[src/rtl/arm_shift_pkg.sv]
// Shared types and constants for the iterative ARM register-specified shifter.
// Latency: n/a (declarations only).
// Backpressure: n/a.
package arm_shift_pkg;

  // Shift operation selector
  typedef enum logic [1:0] {
    NO = 2'b00,  // pass through
    SL = 2'b01,  // logic shift left
    SR = 2'b10,  // shift right, arithmetic or logic
    RO = 2'b11   // rotate right
  } sw_t;

  typedef enum logic [1:0] {
    IDLE  = 2'd0,
    SHIFT = 2'd1,
    DONE  = 2'd2
  } state_t;

  localparam int         DATA_WIDTH_DEF = 33;
  // Beyond 33 single-bit steps, shift results no longer change.
  localparam logic [5:0] MAX_ITER       = 6'd33;

  // Number of single-bit steps needed for a request.
  function automatic logic [5:0] iter_count(input sw_t sw, input logic [7:0] amt);
    logic [5:0] n;
    n = '0;
    case (sw)
      SL, SR:  n = (amt >= 8'(MAX_ITER)) ? MAX_ITER : amt[5:0];
      RO:      n = {1'b0, amt[4:0]};
      default: n = '0;
    endcase
    return n;
  endfunction

endpackage

[src/rtl/arm_shift_32_step.sv]
// One-bit shift/rotate step on a {carry, data[31:0]} word.
// Latency: combinational.
// Backpressure: none; pure function of its inputs.
module arm_shift_32_step
  import arm_shift_pkg::*;
(
  input  logic [32:0] cd_in,
  input  sw_t         switch,
  input  logic        arith,
  output logic [32:0] cd_out
);

  // Carry takes the bit that leaves the word; fill depends on the operation.
  always_comb begin
    cd_out = cd_in;
    case (switch)
      SL:      cd_out = {cd_in[31], cd_in[30:0], 1'b0};
      SR:      cd_out = {cd_in[0], arith & cd_in[31], cd_in[31:1]};
      RO:      cd_out = {cd_in[0], cd_in[0], cd_in[31:1]};
      default: cd_out = cd_in;
    endcase
  end

endmodule

[src/rtl/arm_shift_32_seq.sv]
// Iterative ARM shifter: one bit per cycle, result {carry_out, data[31:0]}.
// Latency: accept at T, result valid at T+1+n (n = 0..33 steps).
// Backpressure: accepts only in IDLE; result held in DONE until out_ready.
module arm_shift_32_seq
  import arm_shift_pkg::*;
#(
  parameter int DATA_WIDTH = DATA_WIDTH_DEF
) (
  input  logic                  clk,
  input  logic                  rst,
  input  logic                  in_valid,
  output logic                  in_ready,
  input  logic [1:0]            switch,
  input  logic                  arith,
  input  logic [7:0]            amount,
  input  logic [31:0]           data_in,
  input  logic                  carry_in,
  output logic                  out_valid,
  input  logic                  out_ready,
  output logic [DATA_WIDTH-1:0] data_out
);

  state_t      state, state_nxt;
  logic [5:0]  cnt;
  sw_t         sw_q;
  logic        arith_q;
  logic [32:0] work;
  logic [32:0] work_step;
  logic [32:0] res_q;
  logic [32:0] init_val;
  logic [5:0]  n_in;
  sw_t         sw_in;
  logic        accept;
  logic        last_step;

  assign sw_in     = sw_t'(switch);
  assign n_in      = iter_count(sw_in, amount);
  assign accept    = in_valid && in_ready;
  assign last_step = (state == SHIFT) && (cnt == 6'd1);

  // Rotate by a nonzero multiple of 32 leaves data intact but copies bit31 into carry.
  assign init_val = (sw_in == RO && amount != 8'd0 && amount[4:0] == 5'd0)
                    ? {data_in[31], data_in}
                    : {carry_in, data_in};

  arm_shift_32_step u_step (
    .cd_in  (work),
    .switch (sw_q),
    .arith  (arith_q),
    .cd_out (work_step)
  );

  // State register
  always_ff @(posedge clk) begin
    if (rst) state <= IDLE;
    else     state <= state_nxt;
  end

  // Next-state and handshake outputs
  always_comb begin
    state_nxt = state;
    in_ready  = 1'b0;
    out_valid = 1'b0;
    case (state)
      IDLE: begin
        in_ready = 1'b1;
        if (in_valid) state_nxt = (n_in == 6'd0) ? DONE : SHIFT;
      end
      SHIFT: begin
        if (cnt == 6'd1) state_nxt = DONE;
      end
      DONE: begin
        out_valid = 1'b1;
        if (out_ready) state_nxt = IDLE;
      end
      default: state_nxt = IDLE;
    endcase
  end

  // Operand latch, step counter and result register
  always_ff @(posedge clk) begin
    if (rst) begin
      cnt     <= '0;
      sw_q    <= NO;
      arith_q <= 1'b0;
      work    <= '0;
      res_q   <= '0;
    end else if (accept) begin
      cnt     <= n_in;
      sw_q    <= sw_in;
      arith_q <= arith;
      work    <= init_val;
      if (n_in == 6'd0) res_q <= init_val;
    end else if (state == SHIFT) begin
      work <= work_step;
      cnt  <= cnt - 6'd1;
      if (last_step) res_q <= work_step;
    end
  end

  // res_q only changes on entry to DONE, so the output holds under backpressure.
  assign data_out = DATA_WIDTH'(res_q);

endmodule

[config.mk]
export PLATFORM = sky130hd
export DESIGN_NAME = arm_shift_32_seq
export DESIGN_NICKNAME = d
export VERILOG_FILES = /design/src/rtl/arm_shift_pkg.sv /design/src/rtl/arm_shift_32_step.sv /design/src/rtl/arm_shift_32_seq.sv
export SDC_FILE = /design/constraint.sdc
export NUM_CORES = 1
export LEC_CHECK = 0
export CORE_MARGIN = 3
export CORE_UTILIZATION = 40
export CTS_BUF_LIST = sky130_fd_sc_hd__clkbuf_8 sky130_fd_sc_hd__clkbuf_16
export DETAILED_ROUTE_END_ITERATION = 16
export SLEW_MARGIN = 0
export SYNTH_ARGS = -nofsm -noshare
export SYNTH_HDL_FRONTEND = slang
export SYNTH_SLANG_ARGS = --single-unit
[constraint.sdc]
create_clock -name clk -period 2.4 [get_ports clk]
set_input_delay 0.48 -clock clk [delete_from_list [all_inputs] [get_ports clk]]
set_output_delay 0.48 -clock clk [all_outputs]
set_load 0.02 [all_outputs]
---- Word level (Yosys, flattened, before mapping) ----
Cells that the tools add are included.
word-level totals
  bits in registers ....................... 77
  latch bits .............................. 0
  RAM bits ................................ 0
  bits in read-only memories .............. 0
  input bits .............................. 48
  logic and storage cells ................. 54
  memories kept ........................... 0
operators by class
  add/sub/neg operators ................... 1
  multiply operators ...................... 0
  div/mod/pow operators ................... 0
  $lt $le $gt $ge ......................... 1
  equal/unequal tests ..................... 13
  shift operators ......................... 0
  muxes and demuxes ....................... 19
  bitwise logic cells ..................... 1
  reduce and logical (&&, ||, !) cells .... 13
operators by type and width
  kind                 count
  $mux 33              7
  $pmux 33 s3          1
  $mux 6               3
  $pmux 6 s2           1
  $eq 2x2->1 const B   5
  $ge 8x6->1 const B   1
  $mux 2               4
  $reduce_bool 8->1    1
  $eq 2x1->1 const B   3
  $eq 6x1->1 const B   1
  $logic_not 6->1      1
  $ne 2x2->1 const B   3
  $pmux 2 s3           1
  $reduce_and 3->1     2
  $sub 6x1->6 const B  1
  $logic_not 5->1      1
  $logic_and 1x1->1    4
  $reduce_bool 2->1    2
  $logic_not 2->1      1
  $mux 1               2
  $ne 2x1->1 const B   1
  $reduce_or 2->1      1
  $and 1x1->1          1

---- Logic depth before layout (Yosys ltp) ----
  depth in word-level cells ............... 7
  depth in mapped cells ................... 9

---- By module ----
From an unflattened synthesis, not the netlist that was laid out.
unflattened totals
  cells, all modules ...................... 502
  area total of the unflattened synthesis .. 4516.8 um2
modules (own cells, without submodules)
  module             times used  cells each  area an instance (um2)  seq. area each (um2)
  arm_shift_32_seq   1           392         3777.4                  1541.5
  arm_shift_32_step  1           110         739.5                   0.0

---- Least setup slack after synthesis ----
OpenSTA, ideal clock, no wires.
  path kind ............................... input -> register
  from .................................... input amount[2]
  to ...................................... register res_q[0], in the netlist data_out[0]
  setup time .............................. 0.116 ns
  arrival time ............................ 2.033 ns
  path slack .............................. 0.251 ns
  stages .................................. 7
  buffers on the path ..................... 2
  cells stage by stage .................... or4_4 > o211ai_2 > nand3_2 > or2_1 > buf_6 > buf_8 > a31o_1
between the ends
  longest elaborated chain between the ends .. 6
RTL lines
  what                                   RTL line                text
  start, declared                        arm_shift_32_seq.sv:15  input logic [7:0] amount,
  $ge 8x6->1                             arm_shift_pkg.sv:29     SL, SR: n = (amt >= 8'(MAX_ITER)) ? MAX_ITER : amt[5:0];
  $mux 6                                 arm_shift_pkg.sv:29
  $pmux 6 s2 (*)                         arm_shift_pkg.sv:28     case (sw)
  $logic_not 6->1 (*)                    arm_shift_32_seq.sv:93  if (n_in == 6'd0) res_q <= init_val;
  $ne 2x1->1 (no source line) (*)        -
  $reduce_and 3->1 (no source line) (*)  -
  end signal, assigned                   arm_shift_32_seq.sv:93
  end signal, assigned                   arm_shift_32_seq.sv:97  if (last_step) res_q <= work_step;
  end, declared                          arm_shift_32_seq.sv:29  logic [32:0] res_q;
Every way passes the cells marked *; elsewhere a longest branch is shown, timed or not.
A chain may end at the register's enable or synchronous reset.

---- Worst setup path after layout ----
  from .................................... input amount[2]
  to ...................................... register res_q[10], in the netlist data_out[10]
The elaborated chain is that of the path after synthesis.

==> key figures <==
Run status
  • Run status: complete, no violations

Pwr
  • Static leakage: slightly above 2 nW
  • Power per cell area: between 800 and 900 nW/um^2
  • Peak supply drop: around 0.43 mV
  • Total Power: approximately 0.0045 W

Yosys
  • Commonest cells post-synth: dfxtp_1, mux2i_1, nand2_1
  • Main combinational cell family by area after synthesis: compound AO/OA/AOI/OAI gates
  • Area contributors post-synth: dfxtp_1, mux2i_1, a31o_1, a211oi_1, nor4_1
  • Top FF cell, synth: dfxtp_1
  • Register area share after synthesis: 0.363
  • Post-synthesis mux area share: 0.154
  • Synth warn: 0
  • Number of synthesized flops with an enable pin: 0
  • Synth cell types: a little under 50
  • #FFs+latches synth: 77
  • Synth Area in XOR/XNOR: 0
  • Most frequent cell after synthesis: dfxtp_1
  • Syn Nets: between 500 and 600
  • Synth async-reset ratio: 0
  • Adder-Cell Fraction of Synth Area: 0.0118
  • Yosys top cell area share: 0.363
  • Avg Synthesized Cell Area: between 8 and 9 um^2
  • Area leader, netlist: dfxtp_1
  • Post-Syn Instances: ~480
  • Post-synthesis simple-gate area fraction: 0.183
  • Post-synthesis compound-gate area fraction: 0.209
  • Mapped Area: 4240 um^2

Timing
  • FMAX: between 400 and 500 MHz
  • Max_slew headroom: 0.269
  • Clock Skew: between 10 and 15 ps
  • Final hold viol count: 0
  • Fin. max-slew vios: 0
  • Final number of setup-violating endpoints: 0
  • Crit share post-route: 0.937
  • Setup TNS: 0 ps
  • Worst Tran Pin Value: between 1000 and 1500 ps
  • Fin Hold WS: roughly 460 ps
  • Min Tclk post-route: roughly 2200 ps
  • RSZ-0062 raised after global routing: false

Critical path
  • Critical Path Source Type: primary input
  • Critical path class: primary input to flip-flop
  • R2R Setup Slk: about 470 ps
  • Crit end category: flip-flop
  • CP arrival: 2490 ps
  • CP Data Required Time: 2650 ps
  • Crit path max fanout: 11

Global route
  • Global-route wire length before repair: approximately 19000 um
  • Vias in the first global route: ~3700
  • Largest net degree at the start of global routing: 77
  • Congestion Overflow GR: 0
  • Global Route Usage Sum: 0.196
  • Antenna violations before repair: 0

Floorplanning
  • Core Rows: 36
  • Core area: approximately 10000 um^2
  • Chip height: between 100 and 150 um
  • Die Wd: between 100 and 150 um
  • # IOs: just over 80
  • Die area: roughly 12000 um^2
  • Initial Utilization: 0.423

Placed design
  • Final Wtd Congestion: ~0.84
  • Area after DPL: around 5200 um^2
  • HPWL Detailed: about 7500 um
  • PortBufs: 82

Layout
  • Final Core Density: 0.542
  • Fraction of layout cells with a size suffix above 1: 0.113
  • Footprint of the multi-input gates: between 2000 and 2500 um^2
  • Fillers: 950
  • Post-route cell area: about 5400 um^2
  • Layout Nets: between 600 and 700
  • Antenna cells: 0
  • Reg area: 1540 um^2
  • P&R area growth vs syn: 28.4%

Clock tree
  • TritonCTS clock tree: done
  • Post-CTS sizing: 0
  • H-tree depth: 3
  • CTS Root Cell: clkbuf_8
  • Worst-path clk slew: around 90 ps
  • Hold buffers post-CTS: 0
  • Inserted Clock Buffers: 9
  • Clock Path Buffers: 2
  • Sink Count: between 70 and 80
  • Worst skew pair latency: about 350 ps
  • Buffer count from post-CTS setup fixing: 0

Detailed routing
  • Routed len/inst: 15.9 um
  • DR vias/cell: 5.51
  • # DRC: 0
  • Final WL: between 10000 and 15000 um
  • Via count: 3859
  • Detail Route Antenna Nets: 0
  • DR iter-0 viols: around 200
  • First drt pass iteration count: 4

Run
  • Maxcap violations: 0

Worst hold path
  • Hold WC Path Type: flip-flop to flip-flop
[metal layers]
layer  up-vias  global-route usage  wire length [um]
met5         -                   0                 0
met4         0              0.0460               114
met3        10              0.0509               602
met2        94               0.307              5030
met1      1803               0.270              5400
li1       1952                   -                 -
[registers in the layout, indices dropped and copies added, names as in the netlist]
register / cells
arith_q: 1
state: 2
work: 33
data_out: 33
sw_q: 2
cnt: 6
[report_power, final]
group          switching, W  leakage [nW]  internal, W
clock network      0.000528        0.0940     0.000493
logic              0.000971          1.28     0.000819
registers          0.000205         0.633      0.00152
total               0.00170          2.01      0.00283
[worst paths after layout]
check | start | endpoint | cells past startpoint
setup / recovery | amount[2] | data_out[10] | 7
hold reg to reg | work[32] | work[32] | 2
setup reg to reg | state[1] | data_out[10] | 6
hold / removal | work[32] | work[32] | 2
[worst max-delay path, stage by stage]
cell and delay, ps:
clkdlybuf4s50_1 420, or4_4 570, o211ai_2 190, nand3_2 130, or2_1 280, buf_4 200, a31o_1 220
[kinds of logic (layout without fill, tap and decap cells)]
family | after synthesis | count (layout)
compound gates | 129 | 129
fa+ha+maj | 4 | 4
buf+inv | 54 | 138
flops | 77 | 77
mux | 65 | 65
simple gates | 154 | 154
[layout make-up]
type	instances	share of cell area
Inverter	7	0.00482
Tap cell	133	0.0305
Sequential cell	77	0.283
Multi-Input combinational cell	352	0.435
Clock inverter	7	0.0149
Timing Repair Buffer	115	0.209
Clock buffer	9	0.0227
[layout by cell type (no fill, tap or decap), drive strengths merged, types with 2 or more instances in the layout]
cell type,synthesis,routed
clkbuf,24,9
nor3,5,5
or3,2,2
nor2,44,44
nor3b,5,5
nand2,46,46
a31o,33,33
dfxtp,77,77
mux2i,64,64
nand2b,2,2
or2,2,2
nand3,4,4
a21oi,15,15
ha,4,4
buf,16,34
clkinvlp,0,3
a211oi,32,32
inv,7,9
a31oi,4,4
nor2b,4,4
o31ai,2,2
clkdlybuf4s50,1,81
o21ai,37,37
nor4b,3,3
nor4,33,33
[per-stage QoR]
step	setup WS [ps]	std cells
after detailed placement	-224	684
after global placement	-197	684
after floorplan	251	483
after CTS	153	700
after global routing	74.3	700
final	152	700
No activity file was read; power rests on OpenSTA's default activity.
